## config.mk

```make
export PLATFORM = sky130hd
export DESIGN_NAME = hazard_ctrl
export DESIGN_NICKNAME = d
export VERILOG_FILES = /design/src/rtl/hazard_ctrl.sv
export SDC_FILE = /design/constraint.sdc
export NUM_CORES = 1
export LEC_CHECK = 0
export ABC_AREA = 1
export BUFFER_PORTS_ARGS = -buffer_cell sky130_fd_sc_hd__buf_2
export CORE_AREA = 2 2 63 65
export CTS_BUF_LIST = sky130_fd_sc_hd__clkbuf_4 sky130_fd_sc_hd__clkbuf_8
export DETAILED_ROUTE_END_ITERATION = 6
export DIE_AREA = 0 0 65 67
export PLACE_DENSITY = 0.85
export SYNTH_ARGS = -nofsm -noshare
export SYNTH_HDL_FRONTEND = slang
export SYNTH_SLANG_ARGS = --single-unit
export TNS_END_PERCENT = 1
```

## constraint.sdc

```tcl
create_clock -name clk -period 1.75 [get_ports clk]
set_input_delay 0 -clock clk [delete_from_list [all_inputs] [get_ports clk]]
set_output_delay 0 -clock clk [all_outputs]
set_load 0.005 [all_outputs]
```

## src/rtl/hazard_ctrl.sv

```systemverilog
// hazard_ctrl: stall/flush controller for a 5-stage IF/ID/EX/MEM/WB pipeline.
// Detects load-use hazards against the load in EX plus a (LOAD_LAT-1)-deep
// pending-load shift register. Control redirects flush IF/ID and ID/EX.
// Cache misses freeze the whole pipeline through a two-state miss FSM,
// which also times out into a sticky miss_err.
// Optional macro HAZARD_PERF_EN: enables the saturating performance counters.
// Without it the counter ports are tied to zero.
//
// Handshake: mem_req/mem_ready is a strict valid/ready pair. An access
// completes in the cycle where both are high. mem_ready alone in WAIT
// ends the miss.
module hazard_ctrl #(
  parameter int REG_AW       = 5,
  parameter int LOAD_LAT     = 1,
  parameter int MISS_TIMEOUT = 256,
  parameter int CNT_W        = 32
) (
  input  logic              clk,
  input  logic              rst,
  input  logic [REG_AW-1:0] id_rs1,
  input  logic [REG_AW-1:0] id_rs2,
  input  logic              id_rs1_used,
  input  logic              id_rs2_used,
  input  logic [REG_AW-1:0] ex_rd,
  input  logic              ex_memread,
  input  logic              ex_redirect,
  input  logic              mem_req,
  input  logic              mem_ready,
  output logic              pc_stall,
  output logic              ifid_stall,
  output logic              idex_stall,
  output logic              exmem_stall,
  output logic              memwb_stall,
  output logic              ifid_flush,
  output logic              idex_flush,
  output logic              miss_err,
  output logic [CNT_W-1:0]  lu_stall_cnt,
  output logic [CNT_W-1:0]  miss_stall_cnt,
  output logic [CNT_W-1:0]  flush_cnt
);

  localparam int SB_N = LOAD_LAT - 1;
  localparam int WCW  = (MISS_TIMEOUT > 2) ? $clog2(MISS_TIMEOUT) : 1;
  localparam logic [WCW-1:0] WAIT_LAST = WCW'(MISS_TIMEOUT - 1);

  typedef enum logic {
    S_IDLE = 1'b0,
    S_WAIT = 1'b1
  } miss_state_t;

  miss_state_t    state;
  logic [WCW-1:0] wait_cnt;
  logic           frozen;
  logic           ex_load;
  logic           sb_hit1;
  logic           sb_hit2;
  logic           rs1_hit;
  logic           rs2_hit;
  logic           lu_hit;

  // A miss freezes from its first cycle and ends on the mem_ready cycle.
  assign frozen  = ((state == S_IDLE) && mem_req && !mem_ready) ||
                   ((state == S_WAIT) && !mem_ready);
  assign ex_load = ex_memread && (ex_rd != '0);

  // Miss FSM with wait counter; miss_err is sticky until reset.
  always_ff @(posedge clk) begin
    if (rst) begin
      state    <= S_IDLE;
      wait_cnt <= '0;
      miss_err <= 1'b0;
    end else begin
      case (state)
        S_IDLE: begin
          wait_cnt <= '0;
          if (mem_req && !mem_ready) state <= S_WAIT;
        end
        default: begin
          if (wait_cnt == WAIT_LAST) miss_err <= 1'b1;
          else                       wait_cnt <= wait_cnt + WCW'(1);
          if (mem_ready) begin
            state    <= S_IDLE;
            wait_cnt <= '0;
          end
        end
      endcase
    end
  end

  generate
    if (SB_N > 0) begin : g_sb
      logic [SB_N-1:0]   sb_vld;
      logic [REG_AW-1:0] sb_rd [SB_N];

      // Pending-load shift register; time stands still while frozen.
      always_ff @(posedge clk) begin
        if (rst) begin
          sb_vld <= '0;
          for (int k = 0; k < SB_N; k++) sb_rd[k] <= '0;
        end else if (!frozen) begin
          sb_vld[0] <= ex_load;
          sb_rd[0]  <= ex_rd;
          for (int k = 1; k < SB_N; k++) begin
            sb_vld[k] <= sb_vld[k-1];
            sb_rd[k]  <= sb_rd[k-1];
          end
        end
      end

      // Match ID sources against every live scoreboard entry.
      always_comb begin
        sb_hit1 = 1'b0;
        sb_hit2 = 1'b0;
        for (int k = 0; k < SB_N; k++) begin
          if (sb_vld[k] && (sb_rd[k] == id_rs1)) sb_hit1 = 1'b1;
          if (sb_vld[k] && (sb_rd[k] == id_rs2)) sb_hit2 = 1'b1;
        end
      end
    end else begin : g_nosb
      assign sb_hit1 = 1'b0;
      assign sb_hit2 = 1'b0;
    end
  endgenerate

  assign rs1_hit = id_rs1_used && (id_rs1 != '0) &&
                   ((ex_load && (ex_rd == id_rs1)) || sb_hit1);
  assign rs2_hit = id_rs2_used && (id_rs2 != '0) &&
                   ((ex_load && (ex_rd == id_rs2)) || sb_hit2);
  assign lu_hit  = rs1_hit || rs2_hit;

  // Prioritised stall/flush decode: reset, freeze, redirect, load-use.
  always_comb begin
    pc_stall    = 1'b0;
    ifid_stall  = 1'b0;
    idex_stall  = 1'b0;
    exmem_stall = 1'b0;
    memwb_stall = 1'b0;
    ifid_flush  = 1'b0;
    idex_flush  = 1'b0;
    if (rst) begin
      ifid_flush = 1'b1;
      idex_flush = 1'b1;
    end else if (frozen) begin
      pc_stall    = 1'b1;
      ifid_stall  = 1'b1;
      idex_stall  = 1'b1;
      exmem_stall = 1'b1;
      memwb_stall = 1'b1;
    end else if (ex_redirect) begin
      ifid_flush = 1'b1;
      idex_flush = 1'b1;
    end else if (lu_hit) begin
      pc_stall   = 1'b1;
      ifid_stall = 1'b1;
      idex_flush = 1'b1;
    end
  end

`ifdef HAZARD_PERF_EN
  logic             lu_sel;
  logic             fl_sel;
  logic [CNT_W-1:0] lu_q;
  logic [CNT_W-1:0] miss_q;
  logic [CNT_W-1:0] fl_q;

  assign lu_sel = !frozen && !ex_redirect && lu_hit;
  assign fl_sel = !frozen && ex_redirect;

  // Saturating event counters.
  always_ff @(posedge clk) begin
    if (rst) begin
      lu_q   <= '0;
      miss_q <= '0;
      fl_q   <= '0;
    end else begin
      if (lu_sel && (lu_q != '1))   lu_q   <= lu_q + CNT_W'(1);
      if (frozen && (miss_q != '1)) miss_q <= miss_q + CNT_W'(1);
      if (fl_sel && (fl_q != '1))   fl_q   <= fl_q + CNT_W'(1);
    end
  end

  assign lu_stall_cnt   = lu_q;
  assign miss_stall_cnt = miss_q;
  assign flush_cnt      = fl_q;
`else
  assign lu_stall_cnt   = '0;
  assign miss_stall_cnt = '0;
  assign flush_cnt      = '0;
`endif

endmodule
```

==> summary.txt, run 1 <==
CTS Buf Count -> 3
Clock sink count -> 10
Critical path class -> reg2out
Ant diodes -> 0
Clock Tree Root -> clkbuf_8
Core area -> 3606 um^2
Crit. End Element -> output port
WP buf/inv -> 2
Die W -> 65 um
Total gr overflow -> 0
Synth Warn # -> 0
Synth top cells by count -> buf_4 (99), nand2_1 (38), inv_1 (23)
Clk Latency, worst-skew pair -> 0.24 ns
RSZ-0062 raised after global routing -> no
Final setup vio count -> 0
Crit path largest cell delay -> 0.31 ns
Critical Path RT -> 1.75 ns
Setup Slack @ Placement -> 0.5618 ns
Pwr per Cell Area -> 480.9 nW/um^2
GP Congestion -> 0.7919
Cell with the most instances after synthesis -> buf_4
Min setup slack post-route -> 0.4444 ns
TritonCTS clock tree -> yes
Post-synth ARST share -> 0
Static leakage -> 0.9272 nW
Vias -> 1088
CP max FO -> 5
NumNets Final -> 288
Critical Path AT -> 1.31 ns
Logic pwr share -> 0.221
Maximum root-to-sink buffer count -> 2
Maxcap violations -> 0
CP delay by family, top -> simple AND/OR/NAND/NOR gates
Post-route insts no fill -> 311
P_int -> 0.4740 mW
Synthesis-to-layout area growth -> -7.355%
Netlist cell types -> 24
Worst Hold Class -> in2reg
DIE HEIGHT -> 67 um
Initial antenna violation count -> 0
Register area share after synthesis -> 0.1322
I/O pins -> 127
Cell Count Post-Placement -> 306
Final hold violation count -> 0
Postcts setup bufs -> 0
Gr usage total -> 0.09522
CP max-delay cell -> dfxtp_1
Antenna viol nets, final -> 0
EDFF count, synth -> 0
Clk slew on worst S/H paths -> 0.05 ns
Layout cells sized above 1 -> 0.1749
Worst Clk Skew -> 0.001181 ns
Fmax -> 765.9 MHz
Net Sw Power -> 0.2005 mW
Fin util -> 0.3890
Minimum clock period after layout -> 1.306 ns
Post-Syn Area per Cell -> 6.526 um^2
# H-tree levels -> 1
Cells after Synth -> 232
CP Cell Sequence -> o21ai_1, nor2_1, nor2_1, inv_1, nand2_1, buf_2
First-pass GRT wire length -> 3139 um
Setup TNS -> 0 ns
Crit path launch type -> flop
Synth top area cells -> buf_4 (49%), dfxtp_1 (13%), nand2_1 (9.4%), inv_1 (5.7%), nor2_1 (5.5%)
Prevailing post-synth register cell -> dfxtp_1
Site row count -> 22
Yosys reg bits -> 10
Reg power frac -> 0.342
Outcome -> completed
Most used cell, CP -> nor2_1
Initial Utilization -> 0.4198
Fin crit share -> 0.7461
Post-DR vias/cell -> 3.498
R2r setup slk -> 0.57 ns
Yosys top cell area share -> 0.4909
Drt drc -> 0
WL per Instance -> 7.132 um
Die area -> 4355 um^2
Clock power share -> 0.436
I/O Buffers -> 30
DRT iter0 DRCs -> 30
Vias in the first global route -> 752
Switching share of power -> 0.2973
Max-slew violations -> 0
Synth area leader -> buf_4
Maximum VDD drop -> 0.0002669 V
1st-pass router iterations -> 4
Post-synthesis cell area -> 1514 um^2
Routed Wire Length -> 2218 um
Largest net degree at the start of global routing -> 10
DP Wirelength -> 1931 um
==> stage by stage <==
step | area (um^2) | hold slack, ns | power, mW
6_report | 1403 | 0.06346 | 0.6745
5_1_grt | 1403 | 0.08321 | 0.7216
4_1_cts | 1403 | 0.07028 | 0.6733
3_5_place_dp | 1338 | 0.2394 | 0.3779
3_3_place_gp | 1338 | 0.2363 | 0.3777
2_1_floorplan | 1871 | 0.06043 | 0.4876
==> worst min-delay path, cell delays in order <==
cell	delay [ns]
buf_2	0.08
o21ai_1	0.09
nor2_1	0.09
==> final cells by class <==
class / count / area (um^2)
Fill cell: 404 / 2203
Multi-Input combinational cell: 189 / 818.3
Sequential cell: 10 / 200.2
Timing Repair Buffer: 31 / 160.2
Inverter: 29 / 108.9
Tap cell: 48 / 60.06
Clock buffer: 4 / 55.05
==> placed cells by master (no fill, tap or decap), types with 3 or more instances in the layout <==
cell / n
a21oi_1: 3
buf_2: 30
clkbuf_8: 4
conb_1: 96
dfxtp_1: 10
inv_1: 23
inv_2: 6
nand2_1: 38
nand3_1: 5
nor2_1: 22
o21ai_1: 5
xnor2_1: 3
==> timing repair <==
item	CTS	global route
gates resized for setup	0	0
hold buffers	1	0
endpoints found under the hold margin	2	0
==> path summary, 6_finish.rpt <==
kind              cells after the start   startpoint     endpoint
setup reg to reg                      6  wait_cnt[1]  wait_cnt[1]
hold reg to reg                       2     miss_err     miss_err
setup / recovery                      6        state   idex_flush
hold / removal                        3      mem_req        state
==> flip-flops by register name, summed over array words and instances, names as in the netlist <==
register / flops
miss_err: 1
state: 1
wait_cnt: 8
==> power groups by stage <==
stage	logic [mW]	clock network (mW)	registers, mW
2_1_floorplan	0.252	0	0.235
3_3_place_gp	0.142	0	0.235
3_5_place_dp	0.143	0	0.235
4_1_cts	0.145	0.298	0.231
5_1_grt	0.178	0.314	0.231
6_report	0.149	0.294	0.231
==> cells by family (layout without fill, tap and decap cells) <==
| group | Yosys count | in the layout | share of synthesized area |
|---|---|---|---|
| AOI/OAI and AO/OA | 14 | 14 | 0.05289 |
| DFF | 10 | 10 | 0.1322 |
| other | 1 | 96 | 0.002477 |
| buffers and inverters | 128 | 64 | 0.5628 |
| adders and majority gates | 1 | 1 | 0.008263 |
| xor gates and xnor gates | 5 | 5 | 0.02893 |
| and+or+nand+nor | 73 | 73 | 0.2124 |
==> routing by layer <==
layer / GRT usage / vias to the layer above / routed length [um]
met4: 0.06383 / 0 / 48
met2: 0.1546 / 67 / 1058
met5: 0 / - / 0
met1: 0.1123 / 455 / 863
met3: 0.02027 / 5 / 247
li1: - / 561 / -
Note: power is estimated with default switching activity, not from simulation.
==> run 2, diff against run 1 <==
--- a/config.mk
+++ b/config.mk
@@ -7,11 +7,11 @@
 export LEC_CHECK = 0
 export ABC_AREA = 1
 export BUFFER_PORTS_ARGS = -buffer_cell sky130_fd_sc_hd__buf_2
-export CORE_AREA = 2 2 63 65
+export CORE_AREA = 2 2 68 70
 export CTS_BUF_LIST = sky130_fd_sc_hd__clkbuf_4 sky130_fd_sc_hd__clkbuf_8
 export DETAILED_ROUTE_END_ITERATION = 6
-export DIE_AREA = 0 0 65 67
-export PLACE_DENSITY = 0.85
+export DIE_AREA = 0 0 70 72
+export PLACE_DENSITY = 0.78
 export SYNTH_ARGS = -nofsm -noshare
 export SYNTH_HDL_FRONTEND = slang
 export SYNTH_SLANG_ARGS = --single-unit
==> constraint.sdc (replaced) <==
create_clock -name clk -period 1.18 [get_ports clk]
set_input_delay 0 -clock clk [delete_from_list [all_inputs] [get_ports clk]]
set_output_delay 0 -clock clk [all_outputs]
set_load 0.005 [all_outputs]
==> run 2 against run 1 <==
Net effect: die area increased by 16%; non-clock buffer count increased by 1; sequential power increased by 49%; critical path type unchanged; critical endpoint unchanged; largest cell class unchanged; largest power group unchanged.
==> summary.txt, run 2 (synthesis results as in run 1) <==
Die W -> 70 um (was 65 um)
Fin crit share -> 0.9526
Worst Hold Depth -> 2 (was 3)
Post-DR vias/cell -> 3.465 (was 3.498)
Clock Tree Root -> clkbuf_8 (unchanged)
Maximum root-to-sink buffer count -> 2 (unchanged)
Crit path launch type -> flop (unchanged)
CP max FO -> 3 (was 5)
Antenna viol nets, final -> 0 (unchanged)
Setup TNS -> 0 ns (unchanged)
Crit path launch -> state (unchanged)
Top flop regs -> wait_cnt: 8 flops, miss_err: 1 flops, state: 1 flops (unchanged)
FF-to-FF End -> wait_cnt[1] (unchanged)
DRT iter0 DRCs -> 59 (was 30)
Vias -> 1095 (was 1088)
Routed Wire Length -> 2331 um (was 2218 um)
DP Wirelength -> 2058 um (was 1931 um)
Commonest cells after routing, fill and taps aside -> conb_1 (96), nand2_1 (38), buf_2 (30), inv_1 (23), nor2_1 (20) (was conb_1 (96), nand2_1 (38), buf_2 (30), inv_1 (23), nor2_1 (22))
Cell Count Post-Placement -> 312 (was 306)
FF-to-FF Start -> wait_cnt[4] (was wait_cnt[1])
DIE HEIGHT -> 72 um (was 67 um)
Post-route insts no fill -> 316 (was 311)
Worst Setup EP -> idex_flush (unchanged)
# H-tree levels -> 1 (unchanged)
WL per Instance -> 7.377 um (was 7.132 um)
Worst Hold Class -> in2reg (unchanged)
Core area -> 4264 um^2 (was 3606 um^2)
CTS Buf Count -> 3 (unchanged)
Total gr overflow -> 0 (unchanged)
Postcts setup bufs -> 0 (unchanged)
TritonCTS clock tree -> yes (unchanged)
I/O pins -> 127 (unchanged)
Worst Clk Skew -> 0.001255 ns (was 0.001181 ns)
Synthesis-to-layout area growth -> -3.554% (was -7.355%)
Critical Path AT -> 1.12 ns (was 1.31 ns)
Setup Slack @ Placement -> 0.02145 ns (was 0.5618 ns)
CP max-delay cell -> dfxtp_2 (was dfxtp_1)
Static leakage -> 0.9362 nW (was 0.9272 nW)
Register name with the most flops -> wait_cnt (unchanged)
Clk Latency, worst-skew pair -> 0.24 ns (about the same)
1st-pass router iterations -> 4 (unchanged)
RSZ-0062 raised after global routing -> yes (was no)
Critical Path RT -> 1.18 ns (was 1.75 ns)
Largest net degree at the start of global routing -> 10 (unchanged)
Max-slew violations -> 0 (unchanged)
Fmax -> 889.6 MHz
Layout cells sized above 1 -> 0.2159 (was 0.1749)
Gr usage total -> 0.08397 (was 0.09522)
Site row count -> 24 (was 22)
Drt drc -> 0 (unchanged)
Worst R2R Path Depth -> 7 (was 6)
Die area -> 5040 um^2 (was 4355 um^2)
I/O Buffers -> 30 (unchanged)
Clock sink count -> 10 (unchanged)
Crit path largest cell delay -> 0.34 ns (was 0.31 ns)
Critical path class -> reg2out (unchanged)
Commonest non-fill, non-tap cell in the layout -> conb_1 (unchanged)
Pwr per Cell Area -> 686.8 nW/um^2 (was 480.9 nW/um^2)
Vias in the first global route -> 840 (was 752)
Max FFs per register -> 8 (unchanged)
Minimum clock period after layout -> 1.124 ns
R2r setup slk -> 0.07 ns (was 0.57 ns)
CP Cell Sequence -> o21ai_4, buf_6, nand3_1, nand2_1, buf_2 (was o21ai_1, nor2_1, nor2_1, inv_1, nand2_1, buf_2)
Maximum VDD drop -> 0.0003354 V (was 0.0002669 V)
GP Congestion -> 0.8120 (was 0.7919)
Maxcap violations -> 0 (unchanged)
First-pass GRT wire length -> 3443 um (was 3139 um)
Crit. End Element -> output port (unchanged)
Final hold violation count -> 0 (unchanged)
Hold-fix buffers, CTS -> 0 (was 1)
Initial antenna violation count -> 0 (unchanged)
Final setup vio count -> 0 (unchanged)
Ant diodes -> 0 (unchanged)
Clk slew on worst S/H paths -> 0.05 ns (about the same)
NumNets Final -> 289 (was 288)
Initial Utilization -> 0.3550 (was 0.4198)
Outcome -> completed (unchanged)
# fillers -> 473 (was 404)
Min setup slack post-route -> 0.05593 ns (was 0.4444 ns)
## run 2: where the power goes
| part | internal (mW) | leakage, nW | total (mW) | switching [mW] |
|---|---|---|---|---|
| sequential | 0.342 | 0.0826 | 0.345 | 0.00317 |
| combinational | 0.0733 | 0.825 | 0.231 | 0.157 |
| clock | 0.293 | 0.0288 | 0.427 | 0.134 |
| total | 0.708 | 0.936 | 1.00 | 0.295 |
## run 2: how the worst min path moves through the flow
stage / start / end / slack (ns)
detailed placement: rst / state / 0.25
CTS: rst / state / 0.002
global placement: rst / miss_err / 0.24
floorplan: rst / exmem_stall / 0.06
global route: rst / miss_err / 0.02
finish: rst / miss_err / 0.02
## run 2: critical path, delay by kind of cell (launching register included)
kind                   cells  cell delay (ns)
AOI/OAI and AO/OA          1             0.20
buffers and inverters      2             0.23
DFF                        1             0.34
and+or+nand+nor            2             0.12
## run 2: area by class of cell
type / instances / area [um^2] / area share
clock buffer: 4 / 55.05 / 0.03770
inverter: 29 / 108.9 / 0.07455
multi-input combinational: 189 / 857.1 / 0.5870
sequential: 10 / 205.2 / 0.1405
tap: 52 / 65.06 / 0.04456
timing repair buffer: 32 / 168.9 / 0.1157
## run 2: repair_timing
action,4_1_cts,5_1_grt
pin swaps,1,1
endpoints found under the setup margin,4,11
resized for setup,2,11
## run 2: through the flow
stage            util  power, mW  area (um^2)  hold slack (ns)
2_1_floorplan       -     0.7232         1871          0.06043
3_3_place_gp   0.3184     0.5631         1358           0.2424
3_5_place_dp   0.3184     0.5649         1358           0.2473
4_1_cts        0.3327      1.006         1419         0.001911
5_1_grt        0.3424      1.078         1460          0.02125
6_report       0.3424      1.003         1460          0.02341
## run 2: per-layer routing
metal,wire length (um),part of all wire,GRT usage,up-vias
met2,1223,0.52,0.1513,69
met3,241,0.10,0.01667,3
li1,-,-,-,563
met5,0,0,0,-
met1,837,0.36,0.09444,460
met4,27,0.012,0.04274,0
